### config.mk
export PLATFORM = sky130hd
export DESIGN_NAME = mem_port_arbiter
export DESIGN_NICKNAME = d
export VERILOG_FILES = /design/src/rtl/mem_port_arbiter_pkg.sv /design/src/rtl/arb_order_fifo.sv /design/src/rtl/mem_port_arbiter.sv
export SDC_FILE = /design/constraint.sdc
export NUM_CORES = 1
export LEC_CHECK = 0
export BUFFER_PORTS_ARGS = -buffer_cell sky130_fd_sc_hd__buf_2
export CAP_MARGIN = 20
export CORE_AREA = 2 2 114 116
export CTS_BUF_LIST = sky130_fd_sc_hd__clkbuf_4 sky130_fd_sc_hd__clkbuf_8
export CTS_CLUSTER_SIZE = 10
export DETAILED_ROUTE_END_ITERATION = 10
export DIE_AREA = 0 0 116 118
export PLACE_DENSITY = 0.47
export SLEW_MARGIN = 20
export SYNTH_ARGS = -nofsm -noshare
export SYNTH_HDL_FRONTEND = slang
export SYNTH_SLANG_ARGS = --single-unit
export TNS_END_PERCENT = 20
### constraint.sdc
create_clock -name clk -period 3 [get_ports clk]
set_input_delay 0.45 -clock clk [delete_from_list [all_inputs] [get_ports clk]]
set_output_delay 0.45 -clock clk [all_outputs]
set_load 0.05 [all_outputs]
### src/rtl/mem_port_arbiter_pkg.sv
// Shared memory-interface definitions: master ids,
// requester count and sram-like transfer size encoding.
package mem_port_arbiter_pkg;

    localparam int NREQ = 2;

    localparam logic M0 = 1'b0;
    localparam logic M1 = 1'b1;

    typedef enum logic [1:0] {
        SZ_BYTE = 2'd0,
        SZ_HALF = 2'd1,
        SZ_WORD = 2'd2
    } sram_size_e;

    // Round-robin tie break: the master that did not win last.
    function automatic logic rr_pick(input logic last);
        return (last == M0) ? M1 : M0;
    endfunction

endpackage

### src/rtl/arb_order_fifo.sv
// In-order id FIFO: remembers which master owns each
// in-flight downstream transaction, oldest at the head.
module arb_order_fifo #(
    parameter int DEPTH = 4,
    parameter int CW    = $clog2(DEPTH) + 1
) (
    input  logic          clk,
    input  logic          rst,
    input  logic          push_i,
    input  logic          pop_i,
    input  logic          id_i,
    output logic          head_o,
    output logic [CW-1:0] count_o
);

    localparam int PW = $clog2(DEPTH);

    logic [DEPTH-1:0] mem_q, mem_d;
    logic [PW-1:0]    wp_q, wp_d;
    logic [PW-1:0]    rp_q, rp_d;
    logic [CW-1:0]    cnt_q, cnt_d;
    logic             do_push;
    logic             do_pop;

    assign do_pop  = pop_i && (cnt_q != '0);
    assign do_push = push_i && (cnt_q != CW'(DEPTH));

    // Next-state: pointers wrap naturally at DEPTH (power of two).
    always_comb begin
        mem_d = mem_q;
        wp_d  = wp_q;
        rp_d  = rp_q;
        cnt_d = cnt_q;
        if (do_push) begin
            mem_d[wp_q] = id_i;
            wp_d        = wp_q + PW'(1);
        end
        if (do_pop) begin
            rp_d = rp_q + PW'(1);
        end
        case ({do_push, do_pop})
            2'b10:   cnt_d = cnt_q + CW'(1);
            2'b01:   cnt_d = cnt_q - CW'(1);
            default: cnt_d = cnt_q;
        endcase
    end

    // State registers with synchronous reset.
    always_ff @(posedge clk) begin
        if (rst) begin
            mem_q <= '0;
            wp_q  <= '0;
            rp_q  <= '0;
            cnt_q <= '0;
        end else begin
            mem_q <= mem_d;
            wp_q  <= wp_d;
            rp_q  <= rp_d;
            cnt_q <= cnt_d;
        end
    end

    assign head_o  = mem_q[rp_q];
    assign count_o = cnt_q;

endmodule

### src/rtl/mem_port_arbiter.sv
// Two-master arbiter onto one sram-like port: round-robin
// grant, lock while stalled, in-order completion routing.
module mem_port_arbiter
    import mem_port_arbiter_pkg::*;
#(
    parameter int DEPTH = 4,
    parameter int CW    = $clog2(DEPTH) + 1
) (
    input  logic              clk,
    input  logic              rst,
    input  logic [NREQ-1:0]   m_req,
    input  logic [NREQ-1:0]   m_wr,
    input  logic [3:0]        m_size,
    input  logic [63:0]       m_addr,
    input  logic [63:0]       m_wdata,
    input  logic [7:0]        m_wstrb,
    output logic [31:0]       m_rdata,
    output logic [NREQ-1:0]   m_addr_ok,
    output logic [NREQ-1:0]   m_data_ok,
    output logic              s_req,
    output logic              s_wr,
    output logic [1:0]        s_size,
    output logic [31:0]       s_addr,
    output logic [31:0]       s_wdata,
    output logic [3:0]        s_wstrb,
    input  logic [31:0]       s_rdata,
    input  logic              s_addr_ok,
    input  logic              s_data_ok,
    output logic [CW-1:0]     outstanding,
    output logic              err_unexp
);

    logic lock_q, lock_d;
    logic lock_id_q, lock_id_d;
    logic last_gnt_q, last_gnt_d;
    logic err_q, err_d;
    logic gnt;
    logic full;
    logic empty;
    logic accept;
    logic pop_ok;
    logic head_id;

    assign full  = (outstanding == CW'(DEPTH));
    assign empty = (outstanding == '0);

    // Grant: locked master first, else lone requester, else RR.
    always_comb begin
        gnt = M0;
        if (lock_q) begin
            gnt = lock_id_q;
        end else begin
            case (m_req)
                2'b01:   gnt = M0;
                2'b10:   gnt = M1;
                2'b11:   gnt = rr_pick(last_gnt_q);
                default: gnt = M0;
            endcase
        end
    end

    assign s_req   = !rst && m_req[gnt] && !full;
    assign s_wr    = m_wr[gnt];
    assign s_size  = gnt ? m_size[3:2]    : m_size[1:0];
    assign s_addr  = gnt ? m_addr[63:32]  : m_addr[31:0];
    assign s_wdata = gnt ? m_wdata[63:32] : m_wdata[31:0];
    assign s_wstrb = gnt ? m_wstrb[7:4]   : m_wstrb[3:0];

    assign accept = s_req && s_addr_ok;
    assign pop_ok = !rst && s_data_ok && !empty;

    assign m_addr_ok = accept ? (gnt ? 2'b10 : 2'b01) : 2'b00;
    assign m_data_ok = pop_ok ? (head_id ? 2'b10 : 2'b01) : 2'b00;
    assign m_rdata   = s_rdata;
    assign err_unexp = err_q;

    // Next-state for lock, round-robin pointer and error flag.
    always_comb begin
        lock_d     = lock_q;
        lock_id_d  = lock_id_q;
        last_gnt_d = last_gnt_q;
        err_d      = err_q;
        if (accept) begin
            lock_d     = 1'b0;
            last_gnt_d = gnt;
        end else if (s_req) begin
            lock_d    = 1'b1;
            lock_id_d = gnt;
        end
        if (s_data_ok && empty) begin
            err_d = 1'b1;
        end
    end

    // Arbitration state; M1 as last winner so M0 wins first tie.
    always_ff @(posedge clk) begin
        if (rst) begin
            lock_q     <= 1'b0;
            lock_id_q  <= M0;
            last_gnt_q <= M1;
            err_q      <= 1'b0;
        end else begin
            lock_q     <= lock_d;
            lock_id_q  <= lock_id_d;
            last_gnt_q <= last_gnt_d;
            err_q      <= err_d;
        end
    end

    arb_order_fifo #(
        .DEPTH (DEPTH),
        .CW    (CW)
    ) u_order (
        .clk     (clk),
        .rst     (rst),
        .push_i  (accept),
        .pop_i   (pop_ok),
        .id_i    (gnt),
        .head_o  (head_id),
        .count_o (outstanding)
    );

endmodule

==> results of run 1 <==
state kept, by name, summed over array words and instances (netlist names):
signal,cells
u_order.mem_q,4
u_order.count_o,3
u_order.rp_q,2
err_unexp,1
u_order.wp_q,2
last_gnt_q,1
lock_q,1
lock_id_q,1
power breakdown:
part | switching [mW] | total, mW | internal (mW)
Clock | 0.0680 | 0.171 | 0.103
Sequential | 0.0109 | 0.221 | 0.210
Combinational | 0.521 | 0.774 | 0.253
Total | 0.600 | 1.17 | 0.566
Yosys cell counts (2+ instances only):
master	count
o21ai_0	3
nor3b_1	2
nand3_1	3
nand2b_1	4
a21oi_1	6
xor2_1	2
mux2_2	71
nand2_1	2
mux2i_1	7
buf_4	32
ha_1	5
xnor2_1	2
nor3_1	2
buf_2	8
nand3_2	3
dfxtp_1	15
clkbuf_1	2
inv_1	6
nor2_1	9
worst paths after layout:
check / slack (ns) / end / cells past startpoint / from
worst max-delay path: 0.57 / m_addr_ok[1] / 6 / lock_id_q
worst min-delay path: 0.47 / err_unexp / 2 / err_unexp
worst max register to register: 0.60 / u_order.count_o[2] / 10 / u_order.count_o[2]
worst min register to register: 0.47 / err_unexp / 2 / err_unexp
kinds of logic after synthesis:
family          synth area share, %
fa+ha+maj                     4.314
mux                           46.60
buf+inv                       17.71
simple gates                  9.739
xor+xnor                      1.830
compound gates                4.118
flops                         15.69
worst max-delay path, delay by kind of cell (launching register included):
kind,cells,cell delay (ns)
AO/OA/AOI/OAI,1,0.46
flip-flops,1,0.41
AND/OR/NAND/NOR,2,0.27
multiplexers,1,0.10
buffers and inverters,2,0.50
final cells by class:
class | count | area (µm²)
Sequential cell | 15 | 300.3
Inverter | 7 | 26.28
Multi-Input combinational cell | 134 | 1287
Timing Repair Buffer | 229 | 1164
Fill cell | 1367 | 9373
Clock buffer | 4 | 48.80
Tap cell | 172 | 215.2
metrics by stage:
step	total power [mW]	setup slack (ns)	utilization, %	std cells	hold slack (ns)
floorplan	0.8994	0.3003	-	200	0.4494
global placement	1.003	0.5690	24.11	557	0.4503
detailed placement	1.006	0.4868	24.11	557	0.4570
CTS	1.182	0.5013	24.50	561	0.4669
global route	1.223	0.3291	24.50	561	0.4790
finish	1.165	0.5680	24.50	561	0.4681
routing by layer:
layer  wire, µm  global-route usage [%]
met2       3667                   17.62
met1       2960                   12.13
met3        611                   1.905
met5          0                       0
met4         10                   1.116
layout by cell type, fill, tap and decap left out, types with 2 or more instances in the layout:
| cell | instances |
|---|---|
| buf_2 | 227 |
| mux2_2 | 71 |
| dfxtp_1 | 15 |
| nor2_1 | 9 |
| inv_1 | 6 |
| mux2i_1 | 6 |
| a21oi_1 | 6 |
| ha_1 | 5 |
| nand2b_1 | 4 |
| nand3_2 | 3 |
| o21ai_0 | 3 |
| nand3_1 | 3 |
| clkbuf_8 | 3 |
| nor3_1 | 2 |
| nor3b_1 | 2 |
| nand2_1 | 2 |
| xor2_1 | 2 |
| xnor2_1 | 2 |
==> metrics.yaml, run 1 <==
die:
  die_area_um2: 13690
  num_rows: 41
  core-area_um2: 12410
  die_w_um: 116
  initial_core_util_pct: 15.42
  pin_count: 292
  fp.dieH_um: 118
logic_synthesis:
  async_reset_ff_share_pct: 0
  synth_cell_types: 35
  synth_seq_area_share_pct: 15.69
  synth_cells: 200
  syn_nets: 386
  yosys-top-cells-area: "mux2_2, dfxtp_1, buf_4"
  synth_edf_count: 0
  ys.flop_type: "dfxtp_1"
  synth_top_area_share_pct: 41.76
  syn_area_um2: 1914
  syn_area_per_cell_um2: 9.572
  synth_warnings: 0
  ys_ff_latch: 15
  synth_top_area_cell: "mux2_2"
finish:
  syn2layout_area_growth_pct: 58.89
  final_area_um2: 3042
  nNetsFinal: 576
  drive_gt1_share_pct: 80.21
  n_antenna_cell: 0
detailed_routing:
  ant_nets: 0
  drt_wl_total_um: 7250
  drt-pass1-iter-count: 4
  wire_per_inst_um: 12.92
  routed_via_density: 3.752
  drtIter0Drc: 36
  vias: 2105
  drcViolationCount: 0
timing:
  finalCritPeriodShare_pct: 81.07
  finalSetupViolCount: 0
  min_period_ns: 2.432
  rsz0062_at_grt: "false"
  max_freq_mhz: 411.2
  fin_tns_setup_ns: 0
  tightest_slew_ns: 0.4732
  finClkSkew_ns: 0.007357
  slew_headroom_pct: 68.38
  hold_violations: 0
  drv_slew: 0
critical_path:
  cp-end-kind: "primary output"
  cp.arrival_ns: 1.98
  critPathLaunchType: "flip-flop"
  slowest_delay_ns: 0.46
  critical_path_class: "flip-flop to primary output"
  critPathMaxFanout: 12
  path_cells: "mux2i_1, a2111o_1, inv_2, nand2_1, nor2_1, buf_2"
  slowest_stage: "a2111o_1"
  cp.required_ns: 2.55
grt:
  grtUsageTotal_pct: 9.733
  antenna_found_initial: 0
  grt_pass1_vias: 2068
  grt_overflow_total: 0
  grt_pass1_wl_um: 10700
  grt_max_degree: 48
clocking:
  clk_latency_ns: 0.25
  cts_tree: "done"
  clock_sink_count: 15
  cts_root_buffer: "clkbuf_8"
  htree_levels: 1
  cts_buffers: 3
  hold_buffers: 0
  ctsResizeCount: 0
  clockBufferDepth: 2
  clkSlewWorstSetupHoldPaths_ns: 0.06
  postCtsSetupBuffers: 0
power:
  peakVddDrop_v: 0.0001666
  leakagePower_nw: 1.560
  p_per_area_nw_per_um2: 383.2
placed_design:
  dp_hpwl_um: 6369
  place_congestion: 0.7518
  placed_area_um2: 2993
  numPortBuffers: 227
job:
  cap_viol_max_count: 0
min_path:
  holdCritPathClass: "flip-flop to flip-flop"
status:
  outcome: "finished clean"
(Power assumes the default switching activity.)
==> run 2, diff against run 1 <==
- clock period: 3 -> 2.4 ns (I/O delays scaled with it)
==> run 2 against run 1 <==
Clock skew decreased by 0.0013 ns. First-iteration DRC count increased by 110%. Critical path type unchanged. Combinational power increased by 28%.
==> metrics.yaml, run 2 (synthesis results as in run 1) <==
detailed_routing:
  drt_wl_total_um: 8613
  ant_nets: 0
  drt-pass1-iter-count: 4
  drcViolationCount: 0
  vias: 2177
  routed_via_density: 3.853
  drtIter0Drc: 74
  wire_per_inst_um: 15.24
critical_path:
  cp.required_ns: 2.04
  cp-end-kind: "primary output"
  critical_path_class: "flip-flop to primary output"
  critPathLaunchType: "flip-flop"
  slowest_stage: "a2111o_1"
  reg2regPathDepth: 10
  path_cells: "nor3b_2, a2111o_1, inv_2, buf_4, and3_2, buf_2"
  reg2reg_from: "u_order.count_o[0]"
  critPathMaxFanout: 11
  slowest_delay_ns: 0.43
  cp.arrival_ns: 1.91
  setup.worst_path.start: "u_order.count_o[0]"
clocking:
  hold_buffers: 0
  clock_sink_count: 15
  ctsResizeCount: 0
  htree_levels: 1
  cts_buffers: 3
  cts_root_buffer: "clkbuf_8"
  clkSlewWorstSetupHoldPaths_ns: 0.07
  postCtsSetupBuffers: 0
  cts_tree: "done"
  clockBufferDepth: 2
  clk_latency_ns: 0.25
placed_design:
  place_inst: 560
  numPortBuffers: 227
  place_congestion: 0.8297
  placed_area_um2: 3019
  dp_hpwl_um: 7780
min_path:
  holdCritPathClass: "input port to flip-flop"
  hold_path_startpoint: "s_data_ok"
  hold_path_depth: 3
timing:
  finalCritPeriodShare_pct: 94.38
  slew_headroom_pct: 76.32
  tightest_slew_ns: 0.3525
  rsz0062_at_grt: "false"
  max_freq_mhz: 441.5
  finalSetupViolCount: 0
  drv_slew: 0
  finClkSkew_ns: 0.006036
  hold_violations: 0
  min_period_ns: 2.265
finish:
  regMostFlops: "u_order.mem_q"
  nNetsFinal: 579
  largest_register_ffs: 4
  fillerInstances: 1413
  final_area_um2: 3078
  fin_cells: 565
  final_common_cell: "buf_2"
  syn2layout_area_growth_pct: 60.78
  final_cell_mix: "buf_2, mux2_2, dfxtp_1"
  drive_gt1_share_pct: 81.38
  fin_util_pct: 24.79
grt:
  grt_max_degree: 48
  grt_pass1_vias: 2188
  grt_pass1_wl_um: 12330
  grt_overflow_total: 0
  antenna_found_initial: 3
  grtUsageTotal_pct: 11.78
job:
  cap_viol_max_count: 0
die:
  die_w_um: 116
  initial_core_util_pct: 15.42
  die_area_um2: 13690
  core-area_um2: 12410
  num_rows: 41
  pin_count: 292
  fp.dieH_um: 118
power:
  combPwrFrac_pct: 67.0
  leakagePower_nw: 1.581
  swShare_pct: 52.47
  power_frac_clock_pct: 14.2
  switchingPower_uw: 772.9
  peakVddDrop_v: 0.0001739
  p_per_area_nw_per_um2: 478.6
  total_power_mw: 1.473
  p_int_uw: 700.2
  power_frac_seq_pct: 18.8
status:
  outcome: "finished clean"
-- run 2: cell count changes in the layout (fill, tap and decap cells not counted), sizes merged --
cell / before / now
buf: 229 / 232
diode: 0 / 1
clkbuf: 4 / 3
clkinv: 0 / 1
-- run 2: power by group through the flow --
stage,clock (mW),combinational [mW],sequential (mW)
2_1_floorplan,0,0.825,0.300
3_3_place_gp,0,0.987,0.281
3_5_place_dp,0,0.992,0.282
4_1_cts,0.215,0.997,0.276
5_1_grt,0.232,1.04,0.278
6_report,0.209,0.987,0.277
-- run 2: final cells by class --
type                            instances  area (µm²)  area share [%]
Timing Repair Buffer                  232        1190           38.66
Inverter                                7       26.28          0.8537
Clock inverter                          1       5.005          0.1626
Sequential cell                        15       302.8           9.837
Multi-Input combinational cell        134        1295           42.07
Clock buffer                            3       41.29           1.341
Antenna cell                            1       2.502         0.08130
Tap cell                              172       215.2           6.992
-- run 2: per-stage QoR --
| stage | worst slack (ns) | setup TNS, ns | hold slack [ns] |
|---|---|---|---|
| 2_1_floorplan | -0.1927 | -0.3356 | 0.4494 |
| 3_3_place_gp | 0.08382 | 0 | 0.4565 |
| 3_5_place_dp | 0.05163 | 0 | 0.4639 |
| 4_1_cts | 0.02242 | 0 | 0.3714 |
| 5_1_grt | 0.01997 | 0 | 0.3785 |
| 6_report | 0.1348 | 0 | 0.3656 |
-- run 2: worst paths after layout --
check                            end  slack (ns)
setup / recovery        m_addr_ok[0]        0.13
hold / removal             err_unexp        0.37
setup reg to reg  u_order.count_o[2]        0.18
hold reg to reg            err_unexp        0.47
-- run 2: critical path: cells and delay by family (launching register included) --
kind            cells  cell delay, ns
compound gates      1            0.43
buf+inv             3            0.51
flops               1            0.42
simple gates        2            0.29
-- run 2: layer usage --
metal / vias to the layer above / share of wire (%) / GRT usage [%]
li1: 1059 / - / -
met1: 997 / 40 / 14.58
met2: 113 / 51 / 20.25
met3: 6 / 8.7 / 3.862
met4: 2 / 0.75 / 1.563
met5: - / 0.19 / 0
